`src/rtl/fft_frame_sequencer_if.sv`:
```
// Purpose: bundles the frame sequencer's control, sample, FFT-core and
//          result-stream signals into one interface.
// Modports:
//   master : the sequencer view (drives s_ready, fft_*, m_*, status)
//   slave  : the environment view (sample source, FFT core, consumer, MCU)
// Signals:
//   arm, continuous          frame control from the MCU
//   s_valid/s_data/s_ready   8-bit sample stream
//   fft_load/fft_rd_adr/fft_rd/fft_start/fft_done/fft_wd  FFT core port
//   m_valid/m_data/m_idx/m_last/m_ready                   result stream
//   busy, overrun, timeout_err, frame_count               status
interface fft_frame_sequencer_if #(
    parameter int unsigned M     = 9,
    parameter int unsigned WIDTH = 16
);
    logic                 arm;
    logic                 continuous;
    logic                 s_valid;
    logic [7:0]           s_data;
    logic                 s_ready;
    logic                 fft_load;
    logic [M-1:0]         fft_rd_adr;
    logic [2*WIDTH-1:0]   fft_rd;
    logic                 fft_start;
    logic                 fft_done;
    logic [2*WIDTH-1:0]   fft_wd;
    logic                 m_valid;
    logic [2*WIDTH-1:0]   m_data;
    logic [M-1:0]         m_idx;
    logic                 m_last;
    logic                 m_ready;
    logic                 busy;
    logic                 overrun;
    logic                 timeout_err;
    logic [15:0]          frame_count;

    modport master (
        input  arm, continuous, s_valid, s_data, fft_done, fft_wd, m_ready,
        output s_ready, fft_load, fft_rd_adr, fft_rd, fft_start,
               m_valid, m_data, m_idx, m_last, busy, overrun, timeout_err,
               frame_count
    );

    modport slave (
        output arm, continuous, s_valid, s_data, fft_done, fft_wd, m_ready,
        input  s_ready, fft_load, fft_rd_adr, fft_rd, fft_start,
               m_valid, m_data, m_idx, m_last, busy, overrun, timeout_err,
               frame_count
    );
endinterface

```
`src/rtl/fft_frame_sequencer.sv`:
```
// Purpose: frame-level controller for the 2^M-point time-multiplexed FFT core.
//          Loads 2^M unsigned 8-bit samples into the core, pulses start, waits
//          for the core to stream its results and forwards them downstream
//          tagged with bin index and last-word flag.
// Ports:
//   clk    FFT logic clock
//   reset  asynchronous, active-high
//   bus    fft_frame_sequencer_if.master (control, samples, core, results,
//          status); every output is registered and resets to 0
// Configuration:
//   FFT_SEQ_TIMEOUT_EN  when defined, a COMPUTE watchdog aborts the frame
//                       after TIMEOUT cycles without fft_done and sets the
//                       sticky timeout_err; when undefined COMPUTE waits
//                       indefinitely and timeout_err is tied low.
module fft_frame_sequencer #(
    parameter int unsigned M       = 9,
    parameter int unsigned WIDTH   = 16,
    parameter int unsigned TIMEOUT = 4096
) (
    input  logic                  clk,
    input  logic                  reset,
    fft_frame_sequencer_if.master bus
);

    localparam int unsigned WORD_W   = 2 * WIDTH;
    localparam logic [M-1:0] LAST_IDX = M'((1 << M) - 1);

    // Watchdog compare needs at least one cycle of counting.
    if (TIMEOUT < 2) begin : g_timeout_check
        $error("fft_frame_sequencer: TIMEOUT must be at least 2");
    end

    typedef enum logic [2:0] {
        ST_IDLE,
        ST_LOAD,
        ST_START,
        ST_COMPUTE,
        ST_UNLOAD
    } state_e;

    state_e              state_q;
    logic [M-1:0]        load_cnt_q;
    logic [M-1:0]        bin_cnt_q;
    logic                s_ready_q;
    logic                fft_load_q;
    logic [M-1:0]        fft_rd_adr_q;
    logic [WORD_W-1:0]   fft_rd_q;
    logic                fft_start_q;
    logic                m_valid_q;
    logic [WORD_W-1:0]   m_data_q;
    logic [M-1:0]        m_idx_q;
    logic                m_last_q;
    logic                busy_q;
    logic                overrun_q;
    logic [15:0]         frame_count_q;

    logic [M-1:0]        load_cnt_d;
    logic [M-1:0]        bin_cnt_d;
    logic [15:0]         frame_count_d;
    logic                accept;

    assign accept        = s_ready_q & bus.s_valid;
    assign load_cnt_d    = load_cnt_q + M'(1);
    assign bin_cnt_d     = bin_cnt_q + M'(1);
    assign frame_count_d = frame_count_q + 16'd1;

`ifdef FFT_SEQ_TIMEOUT_EN
    localparam int unsigned TO_W = $clog2(TIMEOUT);
    logic [TO_W-1:0] to_cnt_q;
    logic            timeout_err_q;
    logic            to_expired;

    assign to_expired      = (to_cnt_q == TO_W'(TIMEOUT - 1));
    assign bus.timeout_err = timeout_err_q;
`else
    assign bus.timeout_err = 1'b0;
`endif

    // Frame state machine with registered outputs.
    always_ff @(posedge clk or posedge reset) begin
        if (reset) begin
            state_q       <= ST_IDLE;
            load_cnt_q    <= '0;
            bin_cnt_q     <= '0;
            s_ready_q     <= 1'b0;
            fft_load_q    <= 1'b0;
            fft_rd_adr_q  <= '0;
            fft_rd_q      <= '0;
            fft_start_q   <= 1'b0;
            m_valid_q     <= 1'b0;
            m_data_q      <= '0;
            m_idx_q       <= '0;
            m_last_q      <= 1'b0;
            busy_q        <= 1'b0;
            overrun_q     <= 1'b0;
            frame_count_q <= '0;
`ifdef FFT_SEQ_TIMEOUT_EN
            to_cnt_q      <= '0;
            timeout_err_q <= 1'b0;
`endif
        end else begin
            fft_load_q  <= 1'b0;
            fft_start_q <= 1'b0;
            m_valid_q   <= 1'b0;
            m_last_q    <= 1'b0;

            // The core cannot be stalled: a word the consumer refuses is lost.
            if (m_valid_q && !bus.m_ready) begin
                overrun_q <= 1'b1;
            end

            unique case (state_q)
                ST_IDLE: begin
                    if (bus.arm) begin
                        state_q    <= ST_LOAD;
                        s_ready_q  <= 1'b1;
                        busy_q     <= 1'b1;
                        overrun_q  <= 1'b0;
                        load_cnt_q <= '0;
`ifdef FFT_SEQ_TIMEOUT_EN
                        timeout_err_q <= 1'b0;
`endif
                    end
                end

                ST_LOAD: begin
                    if (accept) begin
                        fft_load_q   <= 1'b1;
                        fft_rd_adr_q <= load_cnt_q;
                        fft_rd_q     <= {WIDTH'(bus.s_data), WIDTH'(0)};
                        load_cnt_q   <= load_cnt_d;
                        if (load_cnt_q == LAST_IDX) begin
                            state_q   <= ST_START;
                            s_ready_q <= 1'b0;
                        end
                    end
                end

                ST_START: begin
                    fft_start_q <= 1'b1;
                    bin_cnt_q   <= '0;
                    state_q     <= ST_COMPUTE;
`ifdef FFT_SEQ_TIMEOUT_EN
                    to_cnt_q    <= '0;
`endif
                end

                ST_COMPUTE: begin
                    // First done cycle already carries bin 0.
                    if (bus.fft_done) begin
                        m_valid_q <= 1'b1;
                        m_data_q  <= bus.fft_wd;
                        m_idx_q   <= bin_cnt_q;
                        m_last_q  <= (bin_cnt_q == LAST_IDX);
                        bin_cnt_q <= bin_cnt_d;
                        state_q   <= ST_UNLOAD;
                    end
`ifdef FFT_SEQ_TIMEOUT_EN
                    else if (to_expired) begin
                        timeout_err_q <= 1'b1;
                        busy_q        <= 1'b0;
                        state_q       <= ST_IDLE;
                    end else begin
                        to_cnt_q <= to_cnt_q + TO_W'(1);
                    end
`endif
                end

                ST_UNLOAD: begin
                    // Frame ends the cycle m_last is presented.
                    if (m_last_q) begin
                        frame_count_q <= frame_count_d;
                        load_cnt_q    <= '0;
                        s_ready_q     <= bus.continuous;
                        busy_q        <= bus.continuous;
                        state_q       <= bus.continuous ? ST_LOAD : ST_IDLE;
                    end else if (bus.fft_done) begin
                        m_valid_q <= 1'b1;
                        m_data_q  <= bus.fft_wd;
                        m_idx_q   <= bin_cnt_q;
                        m_last_q  <= (bin_cnt_q == LAST_IDX);
                        bin_cnt_q <= bin_cnt_d;
                    end
                end

                default: begin
                    state_q <= ST_IDLE;
                end
            endcase
        end
    end

    assign bus.s_ready     = s_ready_q;
    assign bus.fft_load    = fft_load_q;
    assign bus.fft_rd_adr  = fft_rd_adr_q;
    assign bus.fft_rd      = fft_rd_q;
    assign bus.fft_start   = fft_start_q;
    assign bus.m_valid     = m_valid_q;
    assign bus.m_data      = m_data_q;
    assign bus.m_idx       = m_idx_q;
    assign bus.m_last      = m_last_q;
    assign bus.busy        = busy_q;
    assign bus.overrun     = overrun_q;
    assign bus.frame_count = frame_count_q;

endmodule

```
`src/flat_wrapper.sv`:
```
// flat-port wrapper written by rule: the top's interface ports become plain ports
module fft_frame_sequencer_flat 
#(
    parameter int unsigned M       = 9,
    parameter int unsigned WIDTH   = 16,
    parameter int unsigned TIMEOUT = 4096
)
  (clk, reset, bus_arm, bus_continuous, bus_s_valid, bus_s_data, bus_fft_done, bus_fft_wd, bus_m_ready, bus_s_ready, bus_fft_load, bus_fft_rd_adr, bus_fft_rd, bus_fft_start, bus_m_valid, bus_m_data, bus_m_idx, bus_m_last, bus_busy, bus_overrun, bus_timeout_err, bus_frame_count);
  fft_frame_sequencer_if #(.M(M), .WIDTH(WIDTH)) bus_i ();
  input  logic clk;
  input  logic reset;
  input wire logic [$bits(bus_i.arm)-1:0] bus_arm;
  input wire logic [$bits(bus_i.continuous)-1:0] bus_continuous;
  input wire logic [$bits(bus_i.s_valid)-1:0] bus_s_valid;
  input wire logic [$bits(bus_i.s_data)-1:0] bus_s_data;
  input wire logic [$bits(bus_i.fft_done)-1:0] bus_fft_done;
  input wire logic [$bits(bus_i.fft_wd)-1:0] bus_fft_wd;
  input wire logic [$bits(bus_i.m_ready)-1:0] bus_m_ready;
  output wire logic [$bits(bus_i.s_ready)-1:0] bus_s_ready;
  output wire logic [$bits(bus_i.fft_load)-1:0] bus_fft_load;
  output wire logic [$bits(bus_i.fft_rd_adr)-1:0] bus_fft_rd_adr;
  output wire logic [$bits(bus_i.fft_rd)-1:0] bus_fft_rd;
  output wire logic [$bits(bus_i.fft_start)-1:0] bus_fft_start;
  output wire logic [$bits(bus_i.m_valid)-1:0] bus_m_valid;
  output wire logic [$bits(bus_i.m_data)-1:0] bus_m_data;
  output wire logic [$bits(bus_i.m_idx)-1:0] bus_m_idx;
  output wire logic [$bits(bus_i.m_last)-1:0] bus_m_last;
  output wire logic [$bits(bus_i.busy)-1:0] bus_busy;
  output wire logic [$bits(bus_i.overrun)-1:0] bus_overrun;
  output wire logic [$bits(bus_i.timeout_err)-1:0] bus_timeout_err;
  output wire logic [$bits(bus_i.frame_count)-1:0] bus_frame_count;
  assign bus_i.arm = bus_arm;
  assign bus_i.continuous = bus_continuous;
  assign bus_i.s_valid = bus_s_valid;
  assign bus_i.s_data = bus_s_data;
  assign bus_i.fft_done = bus_fft_done;
  assign bus_i.fft_wd = bus_fft_wd;
  assign bus_i.m_ready = bus_m_ready;
  assign bus_s_ready = bus_i.s_ready;
  assign bus_fft_load = bus_i.fft_load;
  assign bus_fft_rd_adr = bus_i.fft_rd_adr;
  assign bus_fft_rd = bus_i.fft_rd;
  assign bus_fft_start = bus_i.fft_start;
  assign bus_m_valid = bus_i.m_valid;
  assign bus_m_data = bus_i.m_data;
  assign bus_m_idx = bus_i.m_idx;
  assign bus_m_last = bus_i.m_last;
  assign bus_busy = bus_i.busy;
  assign bus_overrun = bus_i.overrun;
  assign bus_timeout_err = bus_i.timeout_err;
  assign bus_frame_count = bus_i.frame_count;
  fft_frame_sequencer #(.M(M), .WIDTH(WIDTH), .TIMEOUT(TIMEOUT)) u_core (.clk(clk), .reset(reset), .bus(bus_i));
endmodule
```
`config.mk`:
```
export PLATFORM = sky130hd
export DESIGN_NAME = fft_frame_sequencer_flat
export DESIGN_NICKNAME = d
export VERILOG_FILES = /design/src/rtl/fft_frame_sequencer_if.sv /design/src/rtl/fft_frame_sequencer.sv /design/src/flat_wrapper.sv
export SDC_FILE = /design/constraint.sdc
export NUM_CORES = 1
export LEC_CHECK = 0
export CELL_PAD_IN_SITES_DETAIL_PLACEMENT = 1
export CELL_PAD_IN_SITES_GLOBAL_PLACEMENT = 2
export CORE_MARGIN = 3
export CORE_UTILIZATION = 29
export CTS_BUF_LIST = sky130_fd_sc_hd__clkbuf_8 sky130_fd_sc_hd__clkbuf_16
export DETAILED_ROUTE_END_ITERATION = 8
export PLACE_DENSITY = 0.95
export SYNTH_ARGS = -nofsm -noshare
export SYNTH_HDL_FRONTEND = slang
export SYNTH_SLANG_ARGS = --single-unit
```
`constraint.sdc`:
```
create_clock -name clk -period 7.1 [get_ports clk]
set_clock_uncertainty 0.15 [all_clocks]
set_input_delay 1.775 -clock clk [delete_from_list [all_inputs] [get_ports clk]]
set_output_delay 1.775 -clock clk [all_outputs]
set_load 0.02 [all_outputs]
```
==> summary.txt <==
Final layout
  • Ratio of cells with drive above 1 in the final layout: 4.248%
  • Final net count: 659
  • Area grow syn2layout: 37.47%
  • Final core occ: 40.85%
  • Inserted Diodes: 0

Yosys
  • Post-synthesis area per instance: 9.311 um2
  • Number of distinct library cells after synthesis: 45
  • #FFs+latches synth: 102
  • Adder-cell area share of the yosys netlist: 1.380%
  • Total of warnings raised by yosys: 0
  • Post-Synth XOR/XNOR Area: 2.897%
  • Synthesized area: 4534 um2
  • Largest family of logic cells by synthesized area: simple AND/OR/NAND/NOR gates
  • Cells after Synth: 487
  • Post-synthesis mux area share: 0.9106%
  • Compound-cell area share of the yosys netlist: 6.981%
  • Simple-gate share of the synthesized area: 24.23%
  • Seq/Total Area, Yosys: 56.29%

Clock network
  • TritonCTS sink count: 102
  • Clk buf depth: 2
  • CTS root buf: clkbuf_16
  • Clk pin slew, worst setup/hold paths: 70 ps
  • CTS tree: built
  • Clock Latency Late Sink: 340 ps
  • H-tree Lvls: 3
  • CTS Hold Bufs: 0
  • CTS buffer count: 9
  • Post CTS Setup Buffer Count: 0
  • Resized cells post-CTS: 0

Timing
  • Final Max Slew Viols: 0
  • Max Fclk: 0.2635 GHz
  • Final setup viols: 0
  • Final hold violation count: 0
  • RSZ-0062 raised after global routing: false
  • Final period utilization: 53.46%
  • Worst Tran Pin Value: 1287 ps
  • Worst slew margin: 13.50%
  • Min Clock Period, post-route: 3795 ps
  • Setup TNS: 0 ps
  • Fin Hold WS: 325.9 ps

Min path
  • Worst hold path type: reg -> reg
  • Hold_sp: u_core.bus.frame_count[15]

Global route
  • M2 GR Usage: 23.72%
  • M1 GR Usage: 18.26%
  • Largest net degree at the start of global routing: 55
  • Initial antenna violation count: 0
  • GRT Max-Usage Layer: met2
  • Number of global-route vias before repair: 3,856
  • First-pass GRT wire length: 19,420 um
  • Gr usage total: 14.19%
  • GRT Residual Overflow: 0
  • Met3 usage: 2.154%

Placed design
  • PortBufs: 127
  • HPWL Detailed: 8603 um
  • GP Congestion: 0.7751

Run status
  • Status: finished, final reports clean

Route
  • Vias: 3,711
  • DR pass1 iterations: 4
  • 1st-iter DRT viols: 157
  • Final wirelength: 12,030 um
  • Via-per-instance ratio: 4.509
  • Mean routed wirelength per cell: 14.62 um
  • Drc violations: 0
  • DRT antenna net count: 0

Worst setup path
  • Startpoint Class: input pin
  • Critical Path Sink Type: register
  • Worst R2R Setup Slack: 4320 ps
  • Required time worst endpoint: 7210 ps
  • Data arrival time of the worst path: 3900 ps
  • Most frequent CP cell: o21ai_0
  • Largest fanout on the critical path: 9
  • Critical path class: in -> reg
  • Largest stage delay, worst path: 1040 ps
  • CP Launch Point: bus_arm
  • R2r startpoint: u_core.state_q[0]
  • Critical Path, Cell by Cell: clkdlybuf4s50_1 -> nor3b_1 -> o31ai_1 -> o21ai_0 -> o21ai_0
  • CP max stage cell: o31ai_1

Floorplanning
  • Starting Density: 29.72%
  • Ports: 153
  • FP Rows: 45
  • Die Wd: 131.0 um
  • Core area: 15,260 um2
  • Die Area: 17,170 um2
  • Chip height: 131.0 um

Pwr
  • Leakage: 2.946 nW
  • Pwr Density: 250.8 nW/um2
  • VDD IR-drop max: 0.1355 mV

Job
  • Max Cap Viol: 0
==> per-stage QoR <==
step / setup slack, ps / cells / cell area [um2] / power (mW)
6_report: 3305 / 823 / 6233 / 1.564
5_1_grt: 3152 / 823 / 6233 / 1.647
4_1_cts: 3398 / 823 / 6233 / 1.587
3_5_place_dp: 3068 / 807 / 5898 / 1.025
3_3_place_gp: 3142 / 807 / 5898 / 1.012
2_1_floorplan: 2500 / 511 / 4624 / 0.8842
==> cell usage after synthesis (all sizes together) <==
cell type,number,area [um2]
or4b,2,23.77
xnor2,13,113.9
nor2b,2,12.51
or2,2,12.52
xor2,2,17.52
ha,5,62.56
nor3b,2,15.01
o22a,2,26.28
nand2b,1,6.260
and4bb,1,12.51
nand3,12,60.06
inv,13,48.80
o31ai,2,15.01
nor2,8,30.03
and4,4,35.03
nand3b,4,30.03
and3b,1,8.760
mux2i,3,30.03
a21boi,1,7.510
or3,4,25.02
dfrtp,102,2552
mux2,1,11.26
and2,1,6.260
a31oi,2,12.51
a22o,2,17.52
a21oi,12,60.06
conb,1,3.750
o21ai,31,155.2
buf,34,241.5
clkbuf,10,37.54
and4b,1,10.01
nand4,7,43.79
nand2,185,694.4
a221oi,1,8.760
a21o,1,7.510
and3,8,50.05
nor3,1,5.000
or3b,2,17.52
o22ai,1,6.260
==> logic make-up (layout without fill, tap and decap cells) <==
family / count (synthesis) / count (layout)
flops: 102 / 102
other cells: 1 / 25
buf+inv: 57 / 158
compound gates: 55 / 55
mux: 4 / 4
fa+ha+maj: 5 / 5
xor+xnor: 15 / 15
simple gates: 248 / 248
==> state kept, by name (all words and copies together) (netlist names) <==
signal                  flops
u_core.bus.busy             1
u_core.bus.fft_rd           8
u_core.bus.fft_rd_adr       9
u_core.bus.frame_count     16
u_core.bus.overrun          1
u_core.bus.m_data          32
u_core.state_q              3
u_core.load_cnt_q           9
u_core.bus.fft_start        1
u_core.bin_cnt_q            9
u_core.bus.s_ready          1
u_core.bus.m_idx            9
u_core.bus.fft_load         1
u_core.bus.m_valid          1
u_core.bus.m_last           1
==> critical path, delay by kind of cell <==
kind            cells  cell delay (ps)
compound gates      3             1430
buf+inv             1              500
simple gates        1              190
==> power breakdown <==
group / total [mW] / internal (mW) / leakage [nW] / switching, mW
combinational: 0.323 / 0.142 / 1.44 / 0.182
sequential: 0.687 / 0.635 / 1.34 / 0.0520
clock: 0.553 / 0.336 / 0.170 / 0.216
==> per-layer routing <==
layer  routed length (um)  vias to the layer above
met1                 5144                     1847
met4                  232                        0
met5                    0                        -
met3                  424                       14
met2                 6230                       76
li1                     -                     1774
==> placed cells by master, fill, tap and decap left out, drive strengths merged, types with 2 or more instances in the layout <==
master         synthesis  routed
ha                     5       5
a22o                   2       2
dfrtp                102     102
nand4                  7       7
xor2                   2       2
or2                    2       2
nand2                185     185
or4b                   2       2
o31ai                  2       2
inv                   13      14
o22a                   2       2
and3                   8       8
nand3                 12      12
and4                   4       4
clkdlybuf4s50          0     127
o21ai                 31      31
or3                    4       4
conb                   1      25
nor3b                  2       2
bufinv                 0       2
xnor2                 13      13
a21oi                 12      12
clkbuf                10      12
nor2b                  2       2
nor2                   8       8
or3b                   2       2
nand3b                 4       4
mux2i                  3       3
a31oi                  2       2
buf                   34       2
==> final cells by class <==
type                       count  area, um2
fill                        1745       9025
tap                          211      264.0
multi-input combinational    352       1744
sequential                   102       2552
clock buffer                  12      266.5
inverter                      13      51.30
clock inverter                 4      68.82
timing repair buffer         129       1286
==> worst paths after layout <==
check / endpoint / cells after the start
max in group asynchronous: u_core.bus.m_data[25] / 3
worst max register to register: u_core.load_cnt_q[5] / 5
worst min-delay path: u_core.bus.frame_count[15] / 1
min in group asynchronous: u_core.bus.frame_count[14] / 2
worst min register to register: u_core.bus.frame_count[15] / 1
worst max-delay path: u_core.load_cnt_q[6] / 5
(Power assumes the default switching activity.)
